`config.mk`:
```
export PLATFORM = sky130hd
export DESIGN_NAME = dmem_arbiter
export DESIGN_NICKNAME = d
export VERILOG_FILES = /design/src/rtl/dmem_arbiter.sv
export SDC_FILE = /design/constraint.sdc
export NUM_CORES = 1
export LEC_CHECK = 0
export BUFFER_PORTS_ARGS = -buffer_cell sky130_fd_sc_hd__buf_2
export CORE_MARGIN = 1.5
export CORE_UTILIZATION = 40
export CTS_BUF_LIST = sky130_fd_sc_hd__clkbuf_16
export DETAILED_ROUTE_END_ITERATION = 6
export PLACE_DENSITY_LB_ADDON = 0.1
export SYNTH_ARGS = -nofsm -noshare
export SYNTH_HDL_FRONTEND = slang
export SYNTH_SLANG_ARGS = --single-unit
export TNS_END_PERCENT = 5
```
`constraint.sdc`:
```
create_clock -name clk -period 3 [get_ports clk]
set_clock_uncertainty 0.2 [all_clocks]
set_input_delay 0.6 -clock clk [delete_from_list [all_inputs] [get_ports clk]]
set_output_delay 0.6 -clock clk [all_outputs]
set_load 0.01 [all_outputs]
```
`src/rtl/dmem_arbiter.sv`:
```
// dmem_arbiter: shares one single-port data memory between two MEM-stage
// lanes. Lane A (older) wins a same-cycle conflict; lane B's request is
// parked in a one-entry skid buffer and issued on the following cycle,
// which stalls both lanes for exactly that one cycle.
module dmem_arbiter #(
  parameter int ADDR_W = 14,
  parameter int DATA_W = 32,
  parameter int CNT_W  = 16
) (
  input  logic              clk,
  input  logic              rst_n,
  input  logic              a_valid,
  input  logic [1:0]        a_mem_sig,
  input  logic [ADDR_W-1:0] a_addr,
  input  logic [DATA_W-1:0] a_wdata,
  input  logic              b_valid,
  input  logic [1:0]        b_mem_sig,
  input  logic [ADDR_W-1:0] b_addr,
  input  logic [DATA_W-1:0] b_wdata,
  output logic              lanes_ready,
  output logic              a_rvalid,
  output logic [DATA_W-1:0] a_rdata,
  output logic              b_rvalid,
  output logic [DATA_W-1:0] b_rdata,
  output logic [1:0]        mem_sig,
  output logic [ADDR_W-1:0] mem_addr,
  output logic [DATA_W-1:0] mem_wdata,
  input  logic [DATA_W-1:0] mem_rdata,
  output logic [CNT_W-1:0]  conflict_cnt
);

  localparam logic [1:0] SIG_NONE  = 2'b00;
  localparam logic [1:0] SIG_READ  = 2'b01;
  localparam logic [1:0] SIG_WRITE = 2'b10;

  typedef enum logic {
    ST_EMPTY,
    ST_HELD
  } state_t;

  typedef enum logic [1:0] {
    OWN_NONE,
    OWN_A,
    OWN_B
  } owner_t;

  state_t              state_reg, state_next;
  owner_t              rd_owner_reg, rd_owner_next;
  logic [1:0]          skid_sig_reg, skid_sig_next;
  logic [ADDR_W-1:0]   skid_addr_reg, skid_addr_next;
  logic [DATA_W-1:0]   skid_wdata_reg, skid_wdata_next;
  logic [CNT_W-1:0]    cnt_reg, cnt_next;

  logic a_active;
  logic b_active;

  // A request only counts when valid and carrying a real READ or WRITE;
  // encoding 11 behaves exactly like NONE.
  assign a_active = a_valid && ((a_mem_sig == SIG_READ) || (a_mem_sig == SIG_WRITE));
  assign b_active = b_valid && ((b_mem_sig == SIG_READ) || (b_mem_sig == SIG_WRITE));

  // Next-state, issue selection and memory-side drive.
  always_comb begin
    state_next      = state_reg;
    rd_owner_next   = OWN_NONE;
    skid_sig_next   = skid_sig_reg;
    skid_addr_next  = skid_addr_reg;
    skid_wdata_next = skid_wdata_reg;
    cnt_next        = cnt_reg;
    lanes_ready     = 1'b1;
    mem_sig         = SIG_NONE;
    mem_addr        = '0;
    mem_wdata       = '0;

    unique case (state_reg)
      ST_EMPTY: begin
        if (a_active) begin
          mem_sig   = a_mem_sig;
          mem_addr  = a_addr;
          mem_wdata = (a_mem_sig == SIG_WRITE) ? a_wdata : '0;
          if (a_mem_sig == SIG_READ) rd_owner_next = OWN_A;
          if (b_active) begin
            // Accept B now but issue it next cycle, keeping program order.
            state_next      = ST_HELD;
            skid_sig_next   = b_mem_sig;
            skid_addr_next  = b_addr;
            skid_wdata_next = b_wdata;
            if (cnt_reg != '1) cnt_next = cnt_reg + CNT_W'(1);
          end
        end else if (b_active) begin
          mem_sig   = b_mem_sig;
          mem_addr  = b_addr;
          mem_wdata = (b_mem_sig == SIG_WRITE) ? b_wdata : '0;
          if (b_mem_sig == SIG_READ) rd_owner_next = OWN_B;
        end
      end
      ST_HELD: begin
        // Drain the parked B request; lanes must hold their inputs.
        lanes_ready     = 1'b0;
        mem_sig         = skid_sig_reg;
        mem_addr        = skid_addr_reg;
        mem_wdata       = (skid_sig_reg == SIG_WRITE) ? skid_wdata_reg : '0;
        if (skid_sig_reg == SIG_READ) rd_owner_next = OWN_B;
        state_next      = ST_EMPTY;
        skid_sig_next   = SIG_NONE;
        skid_addr_next  = '0;
        skid_wdata_next = '0;
      end
      default: begin
        state_next = ST_EMPTY;
      end
    endcase

    // While reset is asserted nothing may reach the memory, even if the
    // lanes are still presenting requests.
    if (!rst_n) begin
      lanes_ready = 1'b1;
      mem_sig     = SIG_NONE;
      mem_addr    = '0;
      mem_wdata   = '0;
    end
  end

  // State, skid buffer, read owner and conflict counter registers.
  always_ff @(posedge clk or negedge rst_n) begin
    if (!rst_n) begin
      state_reg      <= ST_EMPTY;
      rd_owner_reg   <= OWN_NONE;
      skid_sig_reg   <= SIG_NONE;
      skid_addr_reg  <= '0;
      skid_wdata_reg <= '0;
      cnt_reg        <= '0;
    end else begin
      state_reg      <= state_next;
      rd_owner_reg   <= rd_owner_next;
      skid_sig_reg   <= skid_sig_next;
      skid_addr_reg  <= skid_addr_next;
      skid_wdata_reg <= skid_wdata_next;
      cnt_reg        <= cnt_next;
    end
  end

  // Route the memory's registered read data to whichever lane issued the read.
  assign a_rvalid     = (rd_owner_reg == OWN_A);
  assign b_rvalid     = (rd_owner_reg == OWN_B);
  assign a_rdata      = a_rvalid ? mem_rdata : '0;
  assign b_rdata      = b_rvalid ? mem_rdata : '0;
  assign conflict_cnt = cnt_reg;

endmodule

```
==> results.md, run 1 <==
- The number of buffers on the longest clock path is 2.
- The worst setup path startpoint is b_mem_sig[0].
- The final route contains 4910 vias.
- Setup violations remaining at the end of the flow were counted as 0.
- After technology mapping, the gate count stands at 473.
- At the pin with the least slew margin, the transition time is 594.3 ps.
- During placement, the flow inserted port buffers numbering 262.
- The final number of hold-violating endpoints is 0.
- From synthesis to final layout, the design area changed by 47.43%.
- In this run, flip-flops and latches consume 40.2% of the power.
- In this run, the clock network consumes 32.9% of the power.
- The flow ran to the end, and the final reports show no timing, DRC or antenna violations.
- Counting cells, the worst reg-to-reg path comes to 5.
- The global route total overflow is 0.
- The root buffer cell chosen for the clock tree is clkbuf_16.
- The number of antenna violations at the first check in global routing was 2.
- The leakage power summed over all cells is 3.295 nW.
- Combinational logic burns 26.9% of the power.
- The end of the worst register-to-register path is conflict_cnt[9].
- Data on the critical path is required at its endpoint by 2200 ps.
- In this run, synthesis inferred 0 flip-flops with an integrated enable.
- Across all register-to-register paths, the minimum setup slack is 840 ps.
- The worst flop-to-flop path startpoint is state_reg.
- The clock drives 67 sinks.
- The launching element type of the critical path is a primary input.
- Along the worst path, the maximum fanout reaches 11.
- Once layout is done, the placed cells without fillers occupy 0.006277 mm2.
- The completed layout was analyzed and its total power is 2.950 mW.
- In this run the power spent charging and discharging nets is 0.9434 mW.
- The die height is 106.2 um.
- For the worst setup path, the data arrival time is 2090 ps.
- The number of H-tree branching levels is 3.
- In this run the cell area measured after placement is 0.005847 mm2.
- The most frequent cell on the critical path is buf_2.
- VDD sags by at most 0.0003824 V.
- Once detail routing completed, the nets flagged for antenna violations numbered 0.
- In this run the worst hold path is classified as primary input to async pin.
- Setup repair after global routing left no endpoint under its margin.
- The mapped netlist covers 0.004258 mm2.
- The final estimated routing congestion in global placement is 0.9292.
- The headroom to the max-slew limit is 60.38%.
- Global routing used 26.34% of the available tracks.
- The overall routed net length is 15190 um.
- The number of remaining DRC errors is 0.
- At the later pin of the worst-skew pair, clock insertion delay measures 330 ps.
- The synthesized net count is 610.
- In this run, distinct cell masters in the synthesized netlist total 39.
- The die covers 0.01127 mm2.
- Entering global routing, the biggest net connects 47 pins.
- The capturing instance or port of the critical path is mem_wdata[18].
- The via count of the first global-routing pass is 4685.
- The kind of capture point of the worst setup path is an output port.
- The number of max-cap violations is 0.
- The delay contributed by the slowest stage of the critical path is 370 ps.
- The power per cell area is 469.9 mW/mm2.
- After synthesis, the share of flip-flops with an asynchronous set or reset is 100.0%.
- In this run the mean area of a mapped cell was 9.002 um2.
- The detailed placer's ending HPWL is 11050 um.
- The max-slew violation count was 0.
- The critical path goes through buf_2 > inv_2 > ha_4 > nor2b_4 > and2_4 > buf_12 > a21oi_1 > a2111oi_2 > buf_2.
- The final net count is 866.
- The fmax is 0.3464 GHz.
- After synthesis the netlist holds a flip-flop and latch count of 67.
- Among all flip-flop cells after synthesis, the most frequent one is dfrtp_1.
- Clock tree synthesis inserted a total of 9 buffers.
- For this run, the number of Yosys warnings is 0.
- Using the TritonRoute via totals, the vias-per-cell ratio works out to 5.631.
- TritonCTS built the clock tree.
- The initial utilization of the core area, before any placement, comes to 41.24%.
- The largest individual stage delay along the critical path comes from the cell a2111oi_2.
- Summing the sequential cell areas from Yosys gives 39.38% of the chip area.
- Counting I/O delays and the setup requirement, the final critical path takes 2887 ps.
- The internal power is 2.006 mW.
- The clock transition at the registers of the reported paths is 60 ps.
- The wire length of the first global-routing pass is 23590 um.
- Before antenna repair, the detailed router went through 7 iterations.
- The number of placement rows is 37.
- After detailed routing, the average wire length per cell comes to 17.42 um.
- The layout cell share with drive strength beyond 1 is 46.19%.
- In this run the horizontal extent of the chip is 106.2 um.
- The post-route clock period utilization is 96.22%.
- The worst setup path is of the primary input to output port kind.
- The register with the most flip-flops in the layout has 32 of them.
- The number of placed I/O pins is 263.
- The switching fraction of total power is 31.98%.
- The initial DRC count is 458.
- In this run the standard cell core region covers 0.01032 mm2.
-- cells in the final DEF (no fill, tap or decap), types with 3 or more instances in the layout --
cell type	synthesis	routed
buf_2	5	261
and2_1	67	66
dfrtp_1	67	66
a21oi_1	67	65
a22o_1	46	46
nand2_1	42	42
buf_4	0	25
a2111oi_1	0	21
nor2_1	17	17
a222oi_1	15	15
clkbuf_16	0	11
a2111oi_2	0	9
xor2_1	8	8
nand3_1	7	7
inv_1	7	5
xnor2_1	5	5
nor3_2	3	4
o21ai_0	4	4
nor2b_1	7	4
nand4_1	3	3
ha_1	5	3
clkinv_2	0	3
buf_12	0	3
-- kinds of logic (layout without fill, tap and decap cells) --
kind of cell    count (synthesis)  after routing  share of synthesized area [%]
simple gates                  164            164                          22.13
buf+inv                        55            316                          5.348
flops                          67             67                          39.38
mux                             2              2                         0.4995
xor+xnor                       13             13                          2.674
compound gates                167            167                          28.50
other cells                     0              2                              0
fa+ha+maj                       5              5                          1.469
-- stage by stage --
step	util (%)	std cells	hold WS (ps)	setup TNS, ps	setup WS [ps]
3_5_place_dp	56.64	851	280.9	-373.3	-137.8
6_report	60.80	872	94.96	0	113.4
5_1_grt	60.80	872	112.5	0	22.30
2_1_floorplan	-	473	104.4	-2241	-77.27
3_3_place_gp	56.64	851	282.1	-206.3	-136.5
4_1_cts	59.59	867	102.3	0	8.473
-- final cells by class --
cell class / instances / area [um2]
Timing Repair Buffer: 292 / 1615
Antenna cell: 2 / 5.005
Clock inverter: 7 / 50.05
Tap cell: 136 / 170.2
Clock buffer: 9 / 225.2
Inverter: 8 / 30.03
Sequential cell: 67 / 1678
Fill cell: 960 / 4046
Multi-Input combinational cell: 351 / 2504
-- what timing repair did --
action | CTS | global route
buffers inserted | 0 | 1
pin swaps | 2 | 3
gates cloned | 0 | 2
gates resized for setup | 7 | 13
hold buffers | 0 | 0
setup endpoints to repair | 18 | 35
-- layer usage --
layer	global-route usage (%)	vias up	part of all wire, %
met5	0	-	0
met2	44.42	239	50
met3	3.495	27	6.9
li1	-	2273	-
met1	34.15	2371	42
met4	10.42	0	2.0
-- worst max-delay path: cells and delay by family --
| family | cells | cell delay [ps] |
|---|---|---|
| buffers and inverters | 4 | 520 |
| AO/OA/AOI/OAI | 2 | 460 |
| AND/OR/NAND/NOR | 2 | 290 |
| adder cells (fa/ha/maj) | 1 | 210 |
-- power by group through the flow --
stage          sequential (mW)  clock, mW  combinational, mW
2_1_floorplan             1.18          0              0.423
3_3_place_gp              1.19          0              0.739
3_5_place_dp              1.19          0              0.761
4_1_cts                   1.18      0.986              0.771
5_1_grt                   1.21       1.02              0.870
6_report                  1.19      0.970              0.793
-- cells in the mapped netlist, types with 2 or more instances --
| cell type | number | area, um2 |
|---|---|---|
| a21oi_1 | 67 | 335.3 |
| and2_1 | 67 | 419.2 |
| dfrtp_1 | 67 | 1677 |
| a22o_1 | 46 | 402.9 |
| nand2_1 | 42 | 157.7 |
| clkbuf_1 | 40 | 150.1 |
| a2111oi_0 | 32 | 280.3 |
| nor2_1 | 17 | 63.81 |
| a222oi_1 | 15 | 150.1 |
| xor2_1 | 8 | 70.07 |
| inv_1 | 7 | 26.28 |
| nand3_1 | 7 | 35.03 |
| nor2b_1 | 7 | 43.79 |
| buf_2 | 5 | 25.02 |
| ha_1 | 5 | 62.56 |
| xnor2_1 | 5 | 43.79 |
| o21ai_0 | 4 | 20.02 |
| nand4_1 | 3 | 18.77 |
| nor3_2 | 3 | 30.03 |
| a41oi_1 | 2 | 17.52 |
| and4_1 | 2 | 17.52 |
| buf_6 | 2 | 22.52 |
| nor3_1 | 2 | 10.01 |
| nor4_4 | 2 | 42.54 |
| nor4b_1 | 2 | 17.52 |
-- worst min path at each step --
stage | cells past startpoint | to | start | slack, ps
final | 2 | skid_addr_reg[0] | rst_n | 90
after global routing | 2 | skid_sig_reg[0] | rst_n | 110
after CTS | 2 | skid_wdata_reg[26] | rst_n | 100
after detailed placement | 1 | skid_addr_reg[0] | skid_addr_reg[0] | 280
after global placement | 1 | skid_wdata_reg[9] | skid_wdata_reg[9] | 280
after floorplan | 0 | conflict_cnt[0] | rst_n | 100
Power figures use the tool's default switching activity.
==> inputs of run 2 (changes only) <==
--- a/config.mk
+++ b/config.mk
@@ -5,11 +5,11 @@
 export SDC_FILE = /design/constraint.sdc
 export NUM_CORES = 1
 export LEC_CHECK = 0
-export BUFFER_PORTS_ARGS = -buffer_cell sky130_fd_sc_hd__buf_2
 export CORE_MARGIN = 1.5
 export CORE_UTILIZATION = 40
 export CTS_BUF_LIST = sky130_fd_sc_hd__clkbuf_16
 export DETAILED_ROUTE_END_ITERATION = 6
+export DONT_BUFFER_PORTS = 1
 export PLACE_DENSITY_LB_ADDON = 0.1
 export SYNTH_ARGS = -nofsm -noshare
 export SYNTH_HDL_FRONTEND = slang
==> run 2 against run 1 <==
The run now ends with DRC left; sequential cell count stayed put; die area unchanged; critical path depth fell by 1; combinational power is 22% lower; worst setup slack gained 3.9 ps; sequential power hardly changed; critical endpoint is now mem_wdata[8]; register-to-register slack worse by 100 ps; highest routed layer unchanged; sequential share of layout area rose by 5.7 points; total power fell by 6.0%; largest power group unchanged; via count shrank 19%.
==> results.md, run 2 (synthesis gave the netlist of run 1 again) <==
- The minimum period implied by the final worst setup slack is 2883 ps (-3.907 ps).
- The kind of capture point of the worst setup path is an output port.
- The count of port buffers added during placement is 0 (-100%).
- The overall global routing resource usage is 23.58% (-2.8 points).
- The number of antenna violations at the first check in global routing is 1 (-1).
- The detailed placer's ending HPWL came to 9823 um (-11%).
- The count of cells along the worst register-to-register path is 5 (unchanged).
- The fraction of met2 tracks used by global routing is 38.94% (-5.5 points).
- The later-pin clock latency in the skew report was 320 ps (about the same).
- The total negative slack is 0 ps (unchanged).
- The die outline area is 0.01127 mm2 (unchanged).
- The number of placed I/O pins came to 263 (unchanged).
- The met1 capacity usage during global routing came to 30.03% (-4.1 points).
- The synthesis-to-layout area growth is 21.39%.
- The per-cell via count in the routed design came to 6.246 (+11%).
- The run finished, with violations left.
- The placeable core region is 0.01032 mm2 (unchanged).
- The overall routed net length is 13700 um (-9.8%).
- The final number of hold-violating endpoints is 0 (unchanged).
- The fmax came to 0.3469 GHz (+0.14%).
- The starting utilization of the core area is 41.24% (unchanged).
- The final net count is 628 (-27%).
- The cell chosen for the clock root is clkbuf_16.
- The die width is 106.2 um (unchanged).
- The final non-filler cell total came to 634 (-27%).
- The headroom to the max-slew limit is 60.69% (+0.31 points).
- The total setup violations reported at the end of the flow is 0 (unchanged).
- The number of remaining DRC errors is 7 (+7).
- The initial DRC count came to 362 (-21%).
- The clock sink total is 67 (unchanged).
- The required time of the critical path came to 2200 ps (about the same).
- The cell count after placement was 614 (-28%).
- The number of placement rows is 37 (unchanged).
- The clock transition at the registers of the reported paths was 60 ps (about the same).
- The final estimated routing congestion in global placement is 0.8657 (-6.8%).
- The leakage power summed over all cells is 2.211 nW (-33%).
- The worst hold path belongs to the class primary input to flop.
- The most heavily used metal layer in global routing is met2.
- The arrival time of data at the critical path endpoint is 2080 ps (about the same).
- The global route total overflow is 0 (unchanged).
- The critical path is of the primary input to output port type.
- In the layout the commonest cells are 66 x and2_1, 66 x a21oi_1, 66 x dfrtp_1.
- The number of max-cap violations is 0 (unchanged).
- The maximum number of pins on one net before global-route repair was 68 (+45%).
- The post-route clock period utilization came to 96.09% (-0.13 points).
- The number of H-tree branching levels is 3 (unchanged).
- The via count of the first global-routing pass came to 3817 (-19%).
- The sum of internal, switching and leakage power is 2.773 mW (-6.0%).
- The TritonCTS buffer count came to 9 (unchanged).
- The CTS tree is yes.
- The number of flip-flops under the largest register name is 32 (unchanged).
- The maximum ir drop on the vdd rail is 0.0003081 V (-19%).
- The final reports fail on DRC.
- The maximum fanout along the worst path is 10 (-1).
- The power per cell area is 536.5 mW/mm2 (+14%).
- The die height is 106.2 um (unchanged).
- STA classifies the critical path startpoint as a primary input.
- The via count is 3960 (-19%).
- The detail-routed net length per standard cell came to 21.60 um (+24%).
- The depth of the worst hold-timing path is 1.
- The max-slew violation count is 0 (unchanged).
- The wire length of the first global-routing pass is 20820 um (-12%).
- The actual slew at the worst max-slew pin was 585.2 ps (-9.009 ps).
- The number of iterations in the first detailed-routing pass was 7 (unchanged).
- The number of fill cells in the layout was 1001 (+4.3%).
- The post-CTS setup-driven buffer insertion count is 0 (unchanged).
- The global-route track usage on met3 came to 6.315% (+2.8 points).
- The number of buffers on the longest clock path came to 2 (unchanged).
- The layout cell share with drive strength beyond 1 was 20.16% (-26 points).
- The remaining antenna violation count is 0 (unchanged).
[run 2: cell count changes in the layout (fill, tap and decap cells not counted), sizes merged]
cell         change
buf            -237
clkbuf           -2
clkinvlp         +2
dlygate4sd3      +1
inv              -2
[run 2: critical path, stage by stage]
cell	delay, ps
inv_1	40
ha_1	320
nor2b_1	170
or2_2	180
buf_4	170
a21oi_1	50
a2111oi_1	350
buf_4	190
[run 2: stage by stage]
step / util, % / hold WS, ps / worst slack [ps] / area (um2)
finish: 50.07 / 214.0 / 117.3 / 5169
global route: 50.07 / 199.3 / -0.4690 / 5169
detailed placement: 46.26 / 105.8 / 26.45 / 4776
floorplan: - / 104.4 / -77.27 / 4300
CTS: 49.24 / 199.4 / 18.83 / 5084
global placement: 46.26 / 105.7 / 75.48 / 4776
[run 2: metal layers]
metal / wire (um) / part of all wire (%)
met1: 5673 / 41
met3: 1103 / 8.1
met5: 0 / 0
met2: 6727 / 49
met4: 193 / 1.4
[run 2: power by group]
part | internal [mW] | switching (mW) | total (mW)
Sequential | 1.07 | 0.136 | 1.20
Clock | 0.554 | 0.396 | 0.950
Combinational | 0.287 | 0.334 | 0.621
Total | 1.91 | 0.865 | 2.77
[run 2: repair_timing]
| item | 4_1_cts | 5_1_grt |
|---|---|---|
| resized for setup | 0 | 18 |
| hold buffers | 2 | 0 |
| endpoints found under the hold margin | 67 | 0 |
| endpoints found under the setup margin | 0 | 23 |
[run 2: path summary, 6_finish.rpt]
check	from	endpoint	slack, ps
max	a_mem_sig[0]	mem_wdata[8]	120
min	b_wdata[2]	skid_wdata_reg[2]	210
max reg2reg	state_reg	conflict_cnt[13]	740
min reg2reg	skid_wdata_reg[4]	skid_wdata_reg[4]	300
max in group asynchronous	rst_n	state_reg	1680
min in group asynchronous	rst_n	conflict_cnt[4]	600
[run 2: cell type report]
cell class,instances,area [um2],area share (%)
clock buffers,9,225.2,4.357
clock inverters,7,45.04,0.8715
flip-flops and latches,67,1678,32.46
diodes,2,5.005,0.09683
multi-input cells,351,2500,48.37
well taps,136,170.2,3.292
inverters,8,30.03,0.5810
repair buffers,54,515.5,9.973
